**src/rtl/uart_tx_frame.sv**
```systemverilog
// rtl/uart_tx_frame.sv - UART frame transmitter: start, DATA_WIDTH data bits LSB first, optional parity, one stop bit
module uart_tx_frame #(
    parameter int DATA_WIDTH = 8
) (
    input  logic                  CLK,
    input  logic                  RST,
    input  logic [DATA_WIDTH-1:0] P_DATA,
    input  logic                  DATA_VALID,
    input  logic                  PAR_EN,
    input  logic                  PAR_TYP,
    input  logic [5:0]            prescale,
    output logic                  TX_OUT,
    output logic                  busy
);

    typedef enum logic [2:0] {IDLE, START, DATA, PARITY, STOP} state_t;

    state_t                state;
    logic [5:0]            edge_cnt;
    logic [5:0]            prescale_q;
    logic [3:0]            bit_cnt;
    logic [DATA_WIDTH-1:0] data_q;
    logic                  par_en_q;
    logic                  par_bit_q;
    logic                  bit_done;

    // A latched prescale of 0 makes the compare value 63, giving 64-cycle bits.
    assign bit_done = (edge_cnt == prescale_q - 6'd1);

    always_ff @(posedge CLK) begin
        if (!RST) begin
            state      <= IDLE;
            TX_OUT     <= 1'b1;
            busy       <= 1'b0;
            edge_cnt   <= '0;
            prescale_q <= '0;
            bit_cnt    <= '0;
            data_q     <= '0;
            par_en_q   <= 1'b0;
            par_bit_q  <= 1'b0;
        end else begin
            if (state == IDLE || bit_done)
                edge_cnt <= '0;
            else
                edge_cnt <= edge_cnt + 6'd1;

            case (state)
                IDLE: begin
                    TX_OUT  <= 1'b1;
                    busy    <= 1'b0;
                    bit_cnt <= '0;
                    if (DATA_VALID) begin
                        data_q     <= P_DATA;
                        par_en_q   <= PAR_EN;
                        par_bit_q  <= PAR_TYP ^ (^P_DATA);
                        prescale_q <= prescale;
                        state      <= START;
                        TX_OUT     <= 1'b0;
                        busy       <= 1'b1;
                    end
                end
                START: begin
                    if (bit_done) begin
                        state   <= DATA;
                        TX_OUT  <= data_q[0];
                        data_q  <= data_q >> 1;
                        bit_cnt <= '0;
                    end
                end
                DATA: begin
                    // data_q shifts right each bit, so data_q[0] is always the next bit due out.
                    if (bit_done) begin
                        if (bit_cnt == 4'(DATA_WIDTH - 1)) begin
                            if (par_en_q) begin
                                state  <= PARITY;
                                TX_OUT <= par_bit_q;
                            end else begin
                                state  <= STOP;
                                TX_OUT <= 1'b1;
                            end
                        end else begin
                            bit_cnt <= bit_cnt + 4'd1;
                            TX_OUT  <= data_q[0];
                            data_q  <= data_q >> 1;
                        end
                    end
                end
                PARITY: begin
                    if (bit_done) begin
                        state  <= STOP;
                        TX_OUT <= 1'b1;
                    end
                end
                STOP: begin
                    if (bit_done) begin
                        state  <= IDLE;
                        TX_OUT <= 1'b1;
                        busy   <= 1'b0;
                    end
                end
                default: begin
                    state  <= IDLE;
                    TX_OUT <= 1'b1;
                    busy   <= 1'b0;
                end
            endcase
        end
    end

endmodule

```
**config.mk**
```make
export PLATFORM = sky130hd
export DESIGN_NAME = uart_tx_frame
export DESIGN_NICKNAME = d
export VERILOG_FILES = /design/src/rtl/uart_tx_frame.sv
export SDC_FILE = /design/constraint.sdc
export NUM_CORES = 1
export LEC_CHECK = 0
export ABC_AREA = 1
export CAP_MARGIN = 30
export CORE_MARGIN = 3
export CORE_UTILIZATION = 41
export CTS_BUF_LIST = sky130_fd_sc_hd__clkbuf_4 sky130_fd_sc_hd__clkbuf_8 sky130_fd_sc_hd__clkbuf_16
export CTS_CLUSTER_DIAMETER = 60
export CTS_CLUSTER_SIZE = 20
export DETAILED_ROUTE_END_ITERATION = 10
export PLACE_DENSITY = 0.65
export SLEW_MARGIN = 20
export SYNTH_ARGS = -nofsm -noshare
export SYNTH_HDL_FRONTEND = slang
export SYNTH_SLANG_ARGS = --single-unit
```
**constraint.sdc**
```tcl
create_clock -name CLK -period 4.5 [get_ports CLK]
set_input_delay 0.675 -clock CLK [delete_from_list [all_inputs] [get_ports CLK]]
set_output_delay 0.675 -clock CLK [all_outputs]
set_load 0.01 [all_outputs]
```
Yosys cells after proc, flatten, opt, wreduce, memory -nomap -nowiden:

Index checks and enable logic that the tools add are counted.

* bits in registers: 31
* bits of input ports: 19
* output and inout port bits: 2
* logic and storage cells: 69

* add/sub/neg operators: 3
* equal/unequal tests: 14
* mux-type cells: 27
* bitwise logic cells: 3
* reductions and logical operators: 13

Operators with widths (count)
* 2-to-1 mux 8 bit: 4
* one-hot mux 8 bit (3 select lines): 1
* 2-to-1 mux 3 bit: 7
* one-hot mux 3 bit (5 select lines): 1
* inequality test 2 bit, second input constant: 7
* 2-to-1 mux 4 bit: 3
* one-hot mux 4 bit (3 select lines): 1
* 2-to-1 mux 1 bit: 8
* XOR reduction 8 bit: 1
* adder 6 x 1 -> 6 bit, second input constant: 1
* equality test 3 x 2 -> 1 bit, second input constant: 2
* equality test 6 bit: 1
* AND reduction 6 bit: 1
* subtractor 6 x 1 -> 6 bit, second input constant: 1
* AND reduction 5 bit: 1
* adder 4 x 1 -> 4 bit, second input constant: 1
* equality test 4 x 3 -> 1 bit, second input constant: 1
* one-hot mux 1 bit (4 select lines): 1
* AND reduction 2 bit: 2
* AND reduction 4 bit: 1
* OR reduction 2 bit: 2
* equality test 3 x 1 -> 1 bit, second input constant: 1
* equality test 3 bit, second input constant: 1
* zero test 3 bit: 1
* 8 further kinds: 9

Depth between registers and ports, before layout:

* depth after elaboration: 4
* mapped depth: 14
* gate-level depth less buffers: 14

Worst setup path before layout:

No wires, ideal clock.

* kind: reg2reg
* start: register prescale_q[0]
* end: register data_q[0]
* library setup time: 110 ps
* arrival time: 1567 ps
* required time: 4390 ps
* slack: 2823 ps
* stages on the path, launching flop included: 15
* path buffers: 1
* period minus slack after synthesis: 1677 ps
* cell sequence: dfxtp_1 > inv_1 > ha_1 > inv_1 > nand2_1 > nand2_1 > nor2_1 > nand2_1 > nor2_2 > nand3_2 > nand2_4 > buf_8 > nand4_1 > nand2_1 > nor2_1

* cells in the longest elaborated chain, start to end: 4
* elaborated cells on any way between the ends: 5
* those cells by class: add/sub: 1; eq/ne: 3; reduce/logical: 1

RTL lines
* from (decl): line 20 `logic [5:0] prescale_q;`
* from (signal assigned): line 56 `prescale_q <= prescale;`
* subtractor 6 x 1 -> 6 bit *: line 28 `assign bit_done = (edge_cnt == prescale_q - 6'd1);`
* equality test 6 bit *: line 28
* inequality test 2 bit (no line)
* AND reduction 5 bit (no line) *
* to (signal assigned): line 66 `data_q <= data_q >> 1;`
* to (signal assigned): line 84 `data_q <= data_q >> 1;`
* to (decl): line 22 `logic [DATA_WIDTH-1:0] data_q;`

Every way passes the cells marked *; elsewhere a longest branch is shown, timed or not.
A chain may end at the register's enable or synchronous reset.

Worst setup path in the final report:

* start: input RST
* end: register edge_cnt[2]

* cells in the longest elaborated chain, start to end: 2

RTL lines
* from (decl): line 6 `input logic RST,`
* NOT 1 bit (no line)
* OR reduction 2 bit (no line)
* to (signal assigned): line 45 `edge_cnt <= edge_cnt + 6'd1;`
* to (decl): line 19 `logic [5:0] edge_cnt;`

Every way passes these cells.

==> impl_metrics.tcl <==
set metrics [dict create \
    ys_ff_latch 31 \
    swShare_pct 42.7 \
    yosysTopAreaCell "dfxtp_1" \
    p_comb_share_pct 47.6 \
    syn_nets 314 \
    portBuffers 20 \
    dieArea_um2 5410 \
    placed_area_um2 2090 \
    synth_cell_types 28 \
    hp-class "reg -> reg" \
    switching_power_uw 566 \
    cts_resized 0 \
    rsz0062_at_grt "no" \
    power.leakage_uw 0.00104 \
    synth_top_family_by_area "simple AND/OR/NAND/NOR gates" \
    nNetsFinal 334 \
    die_width_um 73.5 \
    clk_pin_slew_worst_paths_ns 0.07 \
    insertion_delay_ns 0.28 \
    final_hold_viol_count 0 \
    relSlewSlack_pct 48.0 \
    root_buffer "clkbuf_8" \
    netlist_instances 292 \
    power.density_nw_per_um2 599 \
    syn_avg_cell_area_um2 6.40 \
    synth_fa_ha_area_share_pct 2.01 \
    startpoint_type "primary input" \
    initial_core_util_pct 44.5 \
    final_cell_area_um2 2210 \
    coreArea_um2 4200 \
    place.gp.congestion 0.822 \
    synthFlopType "dfxtp_1" \
    grt_pass1_wl_mm 6.87 \
    vias_per_cell 4.72 \
    grt_max_degree 23 \
    firstDrtPassIters 4 \
    top_layer "met4" \
    fmax_ghz 0.478 \
    overflow 0 \
    routedWlPerCell_um 10.8 \
    netlist_area_um2 1870 \
    cts_num_sinks 31 \
    grtUsageTotal_pct 16.1 \
    synth_top_area_share_pct 33.2 \
    diodes 0 \
    ctsHtreeMaxLevel 2 \
    cts_setup_buffers 0 \
    dp_hpwl_mm 2.86 \
    pwr-share-clk_pct 21.9 \
    endpoint_kind "flop" \
    die_y_um 73.5 \
    synth_compound_area_share_pct 10.3 \
    ios 21 \
    synth-edff-count 0 \
    r2r_slack_ns 2.48 \
    fin_crit_sh_pct 46.5 \
    setup_viol 0 \
    ant_nets 0 \
    worstPathMaxFanout 22 \
    drive_gt1_share_pct 7.35 \
    cts_tree "built" \
    cts_buffer_depth 2 \
    fillCellCount 444 \
    seq_area_frac_synth_pct 33.2 \
    hp-start "busy" \
    wl_met2_mm 1.51 \
    wl_met1_mm 2.16 \
    max-cap-violations 0 \
    drc 0 \
    vias 1714 \
    fin_hold_ws_ns 0.493 \
    crit_type "in -> reg" \
    seq_power_share_pct 30.5 \
    min_to "busy" \
    wl_mm 3.93 \
    synth-warning-count 0 \
    async_flop_share_pct 0 \
    peakVddDrop_mv 0.286 \
    outcome "finished, final reports clean" \
    synthMuxAreaShare_pct 0 \
    yosys-top-cells-area "dfxtp_1, nand2_1, inv_1, nor2_1, a21oi_1" \
    timing.clock.skew_ns 0.00302 \
    worst_pin_slew_ns 0.778 \
    wl_met3_um 194 \
    critical_path_arrival_ns 2.29 \
    worstPathRequired_ns 4.70 \
    synth-simple-area-share_pct 36.9 \
    antenna_found_initial 0 \
    fin_crit_ns 2.09 \
    row_count 23 \
    hold_buffers 0 \
    r2r_end "data_q[4]" \
    setup_tns_ns 0 \
    grt_pass1_vias 1614 \
    p_int_uw 758 \
    slew_violations 0 \
    area_delta_synth_final_pct 18.1 \
    hold_depth 2 \
    rr_worst_depth 14 \
    reg2reg_from "prescale_q[0]" \
    synth_xor_area_share_pct 5.15 \
    dr.first_iter.drc_count 127 \
    numCtsBuffers 5 \
    synth.most_common_cell "nand2_1" \
    synthTopCellsByCount "nand2_1, inv_1, nor2_1, dfxtp_1, a21oi_1" \
]
## metrics by stage
stage	utilization (%)	setup WS (ns)	instances	total power (uW)
3_3_place_gp	49.8	2.14	355	1030
2_1_floorplan	-	2.82	292	921
4_1_cts	52.6	2.41	363	1330
3_5_place_dp	49.8	2.11	355	1040
6_report	52.6	2.41	363	1320
5_1_grt	52.6	2.23	363	1460
## kinds of logic after synthesis
group	Yosys count
xor+xnor	11
fa+ha+maj	3
flops	31
compound gates	36
simple gates	153
buf+inv	58
## how the worst max path moves through the flow
stage	startpoint	to	slack, ns	cells past startpoint
finish	RST	edge_cnt[2]	2.41	3
global route	prescale_q[0]	data_q[6]	2.23	14
CTS	RST	edge_cnt[2]	2.41	3
detailed placement	RST	edge_cnt[2]	2.11	3
global placement	RST	edge_cnt[3]	2.14	3
floorplan	prescale_q[0]	data_q[0]	2.82	14
## critical path: stages
cell and delay (ns):
clkdlybuf4s50_1 0.97, nand3_1 0.36, nor3b_1 0.27
## area by class of cell
cell class / instances / area (um2) / area share, %
clock buffer: 6 / 82.6 / 3.74
multi-input combinational: 203 / 1020 / 46.0
timing repair buffer: 20 / 200 / 9.07
clock inverter: 2 / 35.0 / 1.59
tap: 50 / 62.6 / 2.83
sequential: 31 / 621 / 28.1
inverter: 51 / 191 / 8.67
## state kept, by name (all words and copies together) (netlist names)
name        flops
data_q          8
edge_cnt        6
prescale_q      6
par_bit_q       1
state           3
bit_cnt         4
par_en_q        1
busy            1
TX_OUT          1
## power by group through the flow
stage               logic, uW  registers (uW)  clock network [uW]
CTS                       633             403                 296
finish                    630             403                 290
global placement          625             408                   0
floorplan                 521             399                   0
global route              744             412                 308
detailed placement        628             409                   0
## layout by cell type, fill, tap and decap left out, types with 2 or more instances in the layout
cell and count:
nand2_1 78, inv_1 47, nor2_1 32, dfxtp_1 31, clkdlybuf4s50_1 20, a21oi_1 17
o21ai_0 16, nand3_1 14, nand4_1 11, xnor2_1 6, clkbuf_8 6, xor2_1 5
inv_2 4, nand3b_1 4, nor2_2 4, ha_1 3, nand2_2 2, nor3b_1 2
nor3_1 2
## per-layer routing
metal	vias to the layer above	track usage, %
met5	-	0
met4	0	7.44
met3	5	3.15
met2	25	22.6
met1	728	23.2
li1	956	-
Note: power is estimated with default switching activity, not from simulation.
